[src/rtl/controller_pkg.sv]
// Shared encodings for the multicycle RISC-V controller: FSM states, opcodes,
// datapath mux selects and ALU operations.
package controller_pkg;

    typedef enum logic [3:0] {
        S_FETCH    = 4'd0,
        S_DECODE   = 4'd1,
        S_MEMADR   = 4'd2,
        S_MEMREAD  = 4'd3,
        S_MEMWB    = 4'd4,
        S_MEMWRITE = 4'd5,
        S_EXECUTER = 4'd6,
        S_EXECUTEI = 4'd7,
        S_ALUWB    = 4'd8,
        S_BRANCH   = 4'd9,
        S_JAL      = 4'd10,
        S_JALR     = 4'd11,
        S_LUI      = 4'd12,
        S_AUIPC    = 4'd13,
        S_ILLEGAL  = 4'd14
    } state_t;

    localparam logic [6:0] OP_LOAD   = 7'b0000011;
    localparam logic [6:0] OP_STORE  = 7'b0100011;
    localparam logic [6:0] OP_RTYPE  = 7'b0110011;
    localparam logic [6:0] OP_ITYPE  = 7'b0010011;
    localparam logic [6:0] OP_BRANCH = 7'b1100011;
    localparam logic [6:0] OP_JAL    = 7'b1101111;
    localparam logic [6:0] OP_JALR   = 7'b1100111;
    localparam logic [6:0] OP_LUI    = 7'b0110111;
    localparam logic [6:0] OP_AUIPC  = 7'b0010111;

    localparam logic [2:0] IMM_I = 3'b000;
    localparam logic [2:0] IMM_S = 3'b001;
    localparam logic [2:0] IMM_B = 3'b010;
    localparam logic [2:0] IMM_J = 3'b011;
    localparam logic [2:0] IMM_U = 3'b100;

    localparam logic [2:0] ALU_ADD = 3'b000;
    localparam logic [2:0] ALU_SUB = 3'b001;
    localparam logic [2:0] ALU_AND = 3'b010;
    localparam logic [2:0] ALU_OR  = 3'b011;
    localparam logic [2:0] ALU_XOR = 3'b100;
    localparam logic [2:0] ALU_SLT = 3'b101;

    localparam logic [1:0] RES_ALUOUT    = 2'b00;
    localparam logic [1:0] RES_DATA      = 2'b01;
    localparam logic [1:0] RES_ALURESULT = 2'b10;

    localparam logic [1:0] SRCA_PC    = 2'b00;
    localparam logic [1:0] SRCA_OLDPC = 2'b01;
    localparam logic [1:0] SRCA_RS1   = 2'b10;
    localparam logic [1:0] SRCA_ZERO  = 2'b11;

    localparam logic [1:0] SRCB_RS2  = 2'b00;
    localparam logic [1:0] SRCB_IMM  = 2'b01;
    localparam logic [1:0] SRCB_FOUR = 2'b10;

    function automatic state_t decode_next(input logic [6:0] op);
        case (op)
            OP_LOAD, OP_STORE: return S_MEMADR;
            OP_RTYPE:          return S_EXECUTER;
            OP_ITYPE:          return S_EXECUTEI;
            OP_BRANCH:         return S_BRANCH;
            OP_JAL:            return S_JAL;
            OP_JALR:           return S_JALR;
            OP_LUI:            return S_LUI;
            OP_AUIPC:          return S_AUIPC;
            default:           return S_ILLEGAL;
        endcase
    endfunction

endpackage

[src/rtl/alu_decoder.sv]
// Maps funct3/funct7b5 to an ALU operation for R- and I-type arithmetic and
// flags encodings this core does not implement.
module alu_decoder
    import controller_pkg::*;
(
    input  logic [2:0] funct3,
    input  logic       funct7b5,
    input  logic       is_rtype,
    output logic [2:0] alu_control,
    output logic       legal
);

    // NOTE: every output gets a default before the case so no path leaves it unassigned (no latch).
    always_comb begin
        alu_control = ALU_ADD;
        legal       = 1'b1;
        case (funct3)
            3'b000:  alu_control = (is_rtype && funct7b5) ? ALU_SUB : ALU_ADD;
            3'b100:  alu_control = ALU_XOR;
            3'b110:  alu_control = ALU_OR;
            3'b111:  alu_control = ALU_AND;
            3'b010:  alu_control = ALU_SLT;
            default: legal = 1'b0;
        endcase
    end

endmodule

[src/rtl/multicycle_controller.sv]
// Multicycle RISC-V control FSM: registered state, outputs decoded from state
// and the current instruction fields.
module multicycle_controller
    import controller_pkg::*;
#(
    parameter int HALT_ON_ILLEGAL = 1
) (
    input  logic       clk,
    input  logic       reset_n,
    input  logic [6:0] op,
    input  logic [2:0] funct3,
    input  logic       funct7b5,
    input  logic       Zero,
    input  logic       MemReady,
    output logic       PCWrite,
    output logic       AdrSrc,
    output logic       MemWrite,
    output logic       IRWrite,
    output logic       RegWrite,
    output logic       Illegal,
    output logic [1:0] ResultSrc,
    output logic [1:0] ALUSrcA,
    output logic [1:0] ALUSrcB,
    output logic [2:0] ImmSrc,
    output logic [2:0] ALUControl
);

    state_t     state_q, state_d;
    logic [2:0] alu_ctl;
    logic       alu_legal;

    alu_decoder u_alu_decoder (
        .funct3      (funct3),
        .funct7b5    (funct7b5),
        .is_rtype    (state_q == S_EXECUTER),
        .alu_control (alu_ctl),
        .legal       (alu_legal)
    );

    always_comb begin
        state_d    = state_q;
        PCWrite    = 1'b0;
        AdrSrc     = 1'b0;
        MemWrite   = 1'b0;
        IRWrite    = 1'b0;
        RegWrite   = 1'b0;
        Illegal    = 1'b0;
        ResultSrc  = RES_ALUOUT;
        ALUSrcA    = SRCA_PC;
        ALUSrcB    = SRCB_RS2;
        ImmSrc     = IMM_I;
        ALUControl = ALU_ADD;
        case (state_q)
            S_FETCH: begin
                ALUSrcB   = SRCB_FOUR;
                ResultSrc = RES_ALURESULT;
                IRWrite   = MemReady;
                PCWrite   = MemReady;
                if (MemReady) state_d = S_DECODE;
            end
            S_DECODE: begin
                ALUSrcA = SRCA_OLDPC;
                ALUSrcB = SRCB_IMM;
                ImmSrc  = (op == OP_JAL) ? IMM_J : IMM_B;
                state_d = decode_next(op);
            end
            S_MEMADR: begin
                ALUSrcA = SRCA_RS1;
                ALUSrcB = SRCB_IMM;
                ImmSrc  = op[5] ? IMM_S : IMM_I;
                state_d = op[5] ? S_MEMWRITE : S_MEMREAD;
            end
            S_MEMREAD: begin
                AdrSrc = 1'b1;
                if (MemReady) state_d = S_MEMWB;
            end
            S_MEMWB: begin
                ResultSrc = RES_DATA;
                RegWrite  = 1'b1;
                state_d   = S_FETCH;
            end
            S_MEMWRITE: begin
                AdrSrc   = 1'b1;
                MemWrite = 1'b1;
                if (MemReady) state_d = S_FETCH;
            end
            S_EXECUTER, S_EXECUTEI: begin
                ALUSrcA    = SRCA_RS1;
                ALUSrcB    = (state_q == S_EXECUTER) ? SRCB_RS2 : SRCB_IMM;
                ALUControl = alu_ctl;
                state_d    = alu_legal ? S_ALUWB : S_ILLEGAL;
            end
            S_ALUWB: begin
                RegWrite = 1'b1;
                state_d  = S_FETCH;
            end
            S_BRANCH: begin
                ALUSrcA    = SRCA_RS1;
                ALUControl = ALU_SUB;
                case (funct3)
                    3'b000:  begin PCWrite = Zero;  state_d = S_FETCH; end
                    3'b001:  begin PCWrite = ~Zero; state_d = S_FETCH; end
                    default: state_d = S_ILLEGAL;
                endcase
            end
            S_JALR: begin
                ALUSrcA = SRCA_RS1;
                ALUSrcB = SRCB_IMM;
                state_d = S_JAL;
            end
            S_JAL: begin
                PCWrite = 1'b1;
                ALUSrcA = SRCA_OLDPC;
                ALUSrcB = SRCB_FOUR;
                state_d = S_ALUWB;
            end
            S_LUI, S_AUIPC: begin
                ALUSrcA = (state_q == S_LUI) ? SRCA_ZERO : SRCA_OLDPC;
                ALUSrcB = SRCB_IMM;
                ImmSrc  = IMM_U;
                state_d = S_ALUWB;
            end
            S_ILLEGAL: begin
                Illegal = 1'b1;
                if (HALT_ON_ILLEGAL == 0) state_d = S_FETCH;
            end
            default: state_d = S_FETCH;
        endcase
        // NOTE: enables are gated by reset_n directly; the flop alone cannot stop FETCH from echoing MemReady.
        if (!reset_n) begin
            PCWrite  = 1'b0;
            IRWrite  = 1'b0;
            MemWrite = 1'b0;
            RegWrite = 1'b0;
            Illegal  = 1'b0;
        end
    end

    // NOTE: sequential state uses non-blocking assignment only.
    always_ff @(posedge clk or negedge reset_n) begin
        if (!reset_n) state_q <= S_FETCH;
        else          state_q <= state_d;
    end

endmodule

[config.mk]
export PLATFORM = sky130hd
export DESIGN_NAME = multicycle_controller
export DESIGN_NICKNAME = d
export VERILOG_FILES = /design/src/rtl/controller_pkg.sv /design/src/rtl/alu_decoder.sv /design/src/rtl/multicycle_controller.sv
export SDC_FILE = /design/constraint.sdc
export NUM_CORES = 1
export LEC_CHECK = 0
export ABC_CLOCK_PERIOD_IN_PS = 3350
export CAP_MARGIN = 5
export CORE_AREA = 2 2 46 48
export CTS_BUF_LIST = sky130_fd_sc_hd__clkbuf_4 sky130_fd_sc_hd__clkbuf_8
export CTS_CLUSTER_SIZE = 28
export DETAILED_ROUTE_END_ITERATION = 10
export DIE_AREA = 0 0 48 50
export DONT_BUFFER_PORTS = 1
export GPL_TIMING_DRIVEN = 0
export SLEW_MARGIN = 10
export SYNTH_ARGS = -nofsm -noshare
export SYNTH_HDL_FRONTEND = slang
export SYNTH_HIERARCHICAL = 1
export SYNTH_SLANG_ARGS = --single-unit
[constraint.sdc]
create_clock -name clk -period 3.35 [get_ports clk]
set_input_delay 0.335 -clock clk [delete_from_list [all_inputs] [get_ports clk]]
set_output_delay 0.335 -clock clk [all_outputs]
set_load 0.02 [all_outputs]
==> results.ini <==
[synth]
yosys.area_share.simple_pct = 46.4
synthFlopType = dfrtp_1
synth_cell_types = 42
seq_area_frac_synth_pct = 12.2
syn-num-nets = 133
ys_seq_elements = 4
syn-cell-area_um2 = 820
synth-edff-count = 0
synth_compound_area_share_pct = 22.4
syn_avg_cell_area_um2 = 6.95
synth_warnings = 6
synth_top_family_by_area = simple AND/OR/NAND/NOR gates
syn_inst = 118
synth_mux_area_share_pct = 2.60
synth_fa_ha_area_share_pct = 0
synthXorXnorAreaFrac_pct = 5.34
synth_async_sr_flop_share_pct = 100

[detailed_routing]
avgRoutedWirePerCell_um = 15.2
ant_nets = 0
drtIter0Drc = 10
dr.pass1.iters = 4
route.vias.total = 885
drc = 0
viasPerCell = 5.94
drt-total-wl_mm = 2.26

[global_route]
antenna_found_initial = 0
track_usage_pct = 21.3
grt_pass1_wl_mm = 3.81
grt_max_degree = 11
grt_pass1_vias = 820
grt_overflow = 0

[status]
outcome = finished clean

[floorplan]
dieHeight_um = 50
die_w_um = 48
die-area_um2 = 2400
floorplan.initialDensity_pct = 43.1
num_rows = 16
io_pins = 33
core_um2 = 1900

[job]
drv_cap = 0

[sta]
fmax_ghz = 0.448
hold_viol_final = 0
setup_viol = 0
min_period_ps = 2230
period_share_pct = 66.6
slew_violations = 0
rsz0062_at_grt = no
slew_headroom_pct = 40.8
fin_tns_setup_ps = 0
worstMarginPinSlew_ps = 880
skew_ps = 4.15

[layout]
regMostFlops = state_q
largest_reg_flops = 4
drive_gt1_share_pct = 18.0
layout.cells.non_filler = 149
nFillCells = 213
nets = 139
reg_top3 = state_q: 4 flops
antenna_cells = 0
area_delta_synth_final_pct = 8.09

[setup_path]
path_max_fanout = 8
end_kind = output pin
critical_path_class = reg2out
cp.arrival_ps = 1900
cp-start-kind = flip-flop
cp.required_ps = 3010

[clock_network]
clk_pin_slew_worst_paths_ps = 40
cts.sinks = 4
htreeDepth = 1
ctsRootBufferMaster = clkbuf_4
numCtsBuffers = 3
clk_path_buf_depth = 2
clkLatencyLatePin_ps = 230
tritoncts = yes

[power_and_ir_drop]
p_switching_w = 0.000474
powerDensity_nw_per_um2 = 923
p_seq_share_pct = 9.8
clkPwrFrac_pct = 7.2
comb_power_share_pct = 83.0
vdd_ir_drop_max_uv = 340
intPower_w = 0.000344
p_leak_nw = 0.365
p_sw_share_pct = 57.9

[placed_design]
place_hpwl_mm = 1.73
portBuffers = 0
placed_cells_incl_taps = 145
gp_congestion = 0.856

[min_path]
hold_class = in2reg

==> per-layer routing <==
metal / vias up / global-route usage (%) / share of wire, %
li1: 433 / - / -
met1: 418 / 30.1 / 46
met2: 32 / 32.0 / 45
met3: 2 / 7.69 / 8.3
met4: 0 / 2.25 / 0.35
met5: - / 0 / 0
==> power groups by stage <==
stage	sequential (W)	combinational, W	clock [W]
final	0.0000804	0.000679	0.0000585
after global routing	0.0000836	0.000739	0.0000658
after CTS	0.0000805	0.000674	0.0000622
after detailed placement	0.0000811	0.000670	0
after global placement	0.0000811	0.000667	0
after floorplan	0.0000802	0.000566	0
==> cell usage after synthesis, types with 3 or more instances <==
library cell	instances	area (µm²)
o41ai_1	3	26.3
xnor2_1	4	35.0
a21oi_1	8	40.0
o21ai_0	6	30.0
a21o_1	3	22.5
nor3b_1	3	22.5
nand3b_1	4	30.0
nand3_1	5	25.0
nor2_1	18	67.6
nand2b_4	3	41.3
and3_1	3	18.8
dfrtp_1	4	100
buf_2	4	20.0
nor3_1	5	25.0
nand2_1	13	48.8
==> repair_timing <==
item	in CTS	in global routing
hold endpoints to repair	4	0
endpoints found under the setup margin	0	0
gates resized for setup	0	0
hold buffers	1	0
buffers inserted	0	0
==> final timing paths <==
| check | from | to | slack (ps) | depth (start not counted) |
|---|---|---|---|---|
| max | state_q[1] | PCWrite | 1120 | 5 |
| min | MemReady | state_q[0] | 260 | 2 |
| max reg2reg | state_q[1] | state_q[2] | 1670 | 6 |
| min reg2reg | state_q[2] | state_q[0] | 770 | 4 |
| max in group asynchronous | reset_n | state_q[2] | 2800 | 1 |
| min in group asynchronous | reset_n | state_q[0] | 380 | 1 |
==> critical path, stage by stage (launching register included) <==
cell      delay, ps
dfrtp_1         360
buf_6           140
nand2b_4        170
o41ai_1         310
a21oi_1         110
nor3b_1         570
==> final cells by class <==
cell class | instances | area [µm²] | area share (%)
plain buffers | 9 | 67.6 | 7.63
repair buffers | 1 | 10.0 | 1.13
flip-flops and latches | 4 | 100 | 11.3
well taps | 27 | 33.8 | 3.81
multi-input cells | 101 | 629 | 71.0
clock buffers | 3 | 22.5 | 2.54
inverters | 4 | 22.5 | 2.54
==> through the flow <==
| step | util [%] | total power [W] | worst slack, ps | area (µm²) | hold WS, ps |
|---|---|---|---|---|---|
| 2_1_floorplan | - | 0.000646 | 1440 | 820 | 39.4 |
| 6_report | 46.6 | 0.000818 | 1120 | 886 | 264 |
| 4_1_cts | 46.6 | 0.000817 | 1100 | 886 | 259 |
| 3_5_place_dp | 44.9 | 0.000751 | 1350 | 853 | 39.5 |
| 3_3_place_gp | 44.9 | 0.000748 | 1340 | 853 | 39.5 |
| 5_1_grt | 46.6 | 0.000888 | 971 | 886 | 295 |
==> logic make-up after synthesis <==
logic type	Yosys count
mux	2
simple gates	66
compound gates	28
buf+inv	13
xor+xnor	5
flops	4
==> placed cells by master (no fill, tap or decap), types with 3 or more instances in the layout <==
cell type and n:
clkbuf_4 3, nand3b_1 4, a21o_1 3, nand3_1 5, nand2_1 13, nor3_1 5, o41ai_1 3, xnor2_1 4
nor2_1 18, a21oi_1 8, and3_1 3, nand2b_4 3, o21ai_0 6, dfrtp_1 4, nor3b_1 3, buf_2 4
Power figures use the tool's default switching activity.
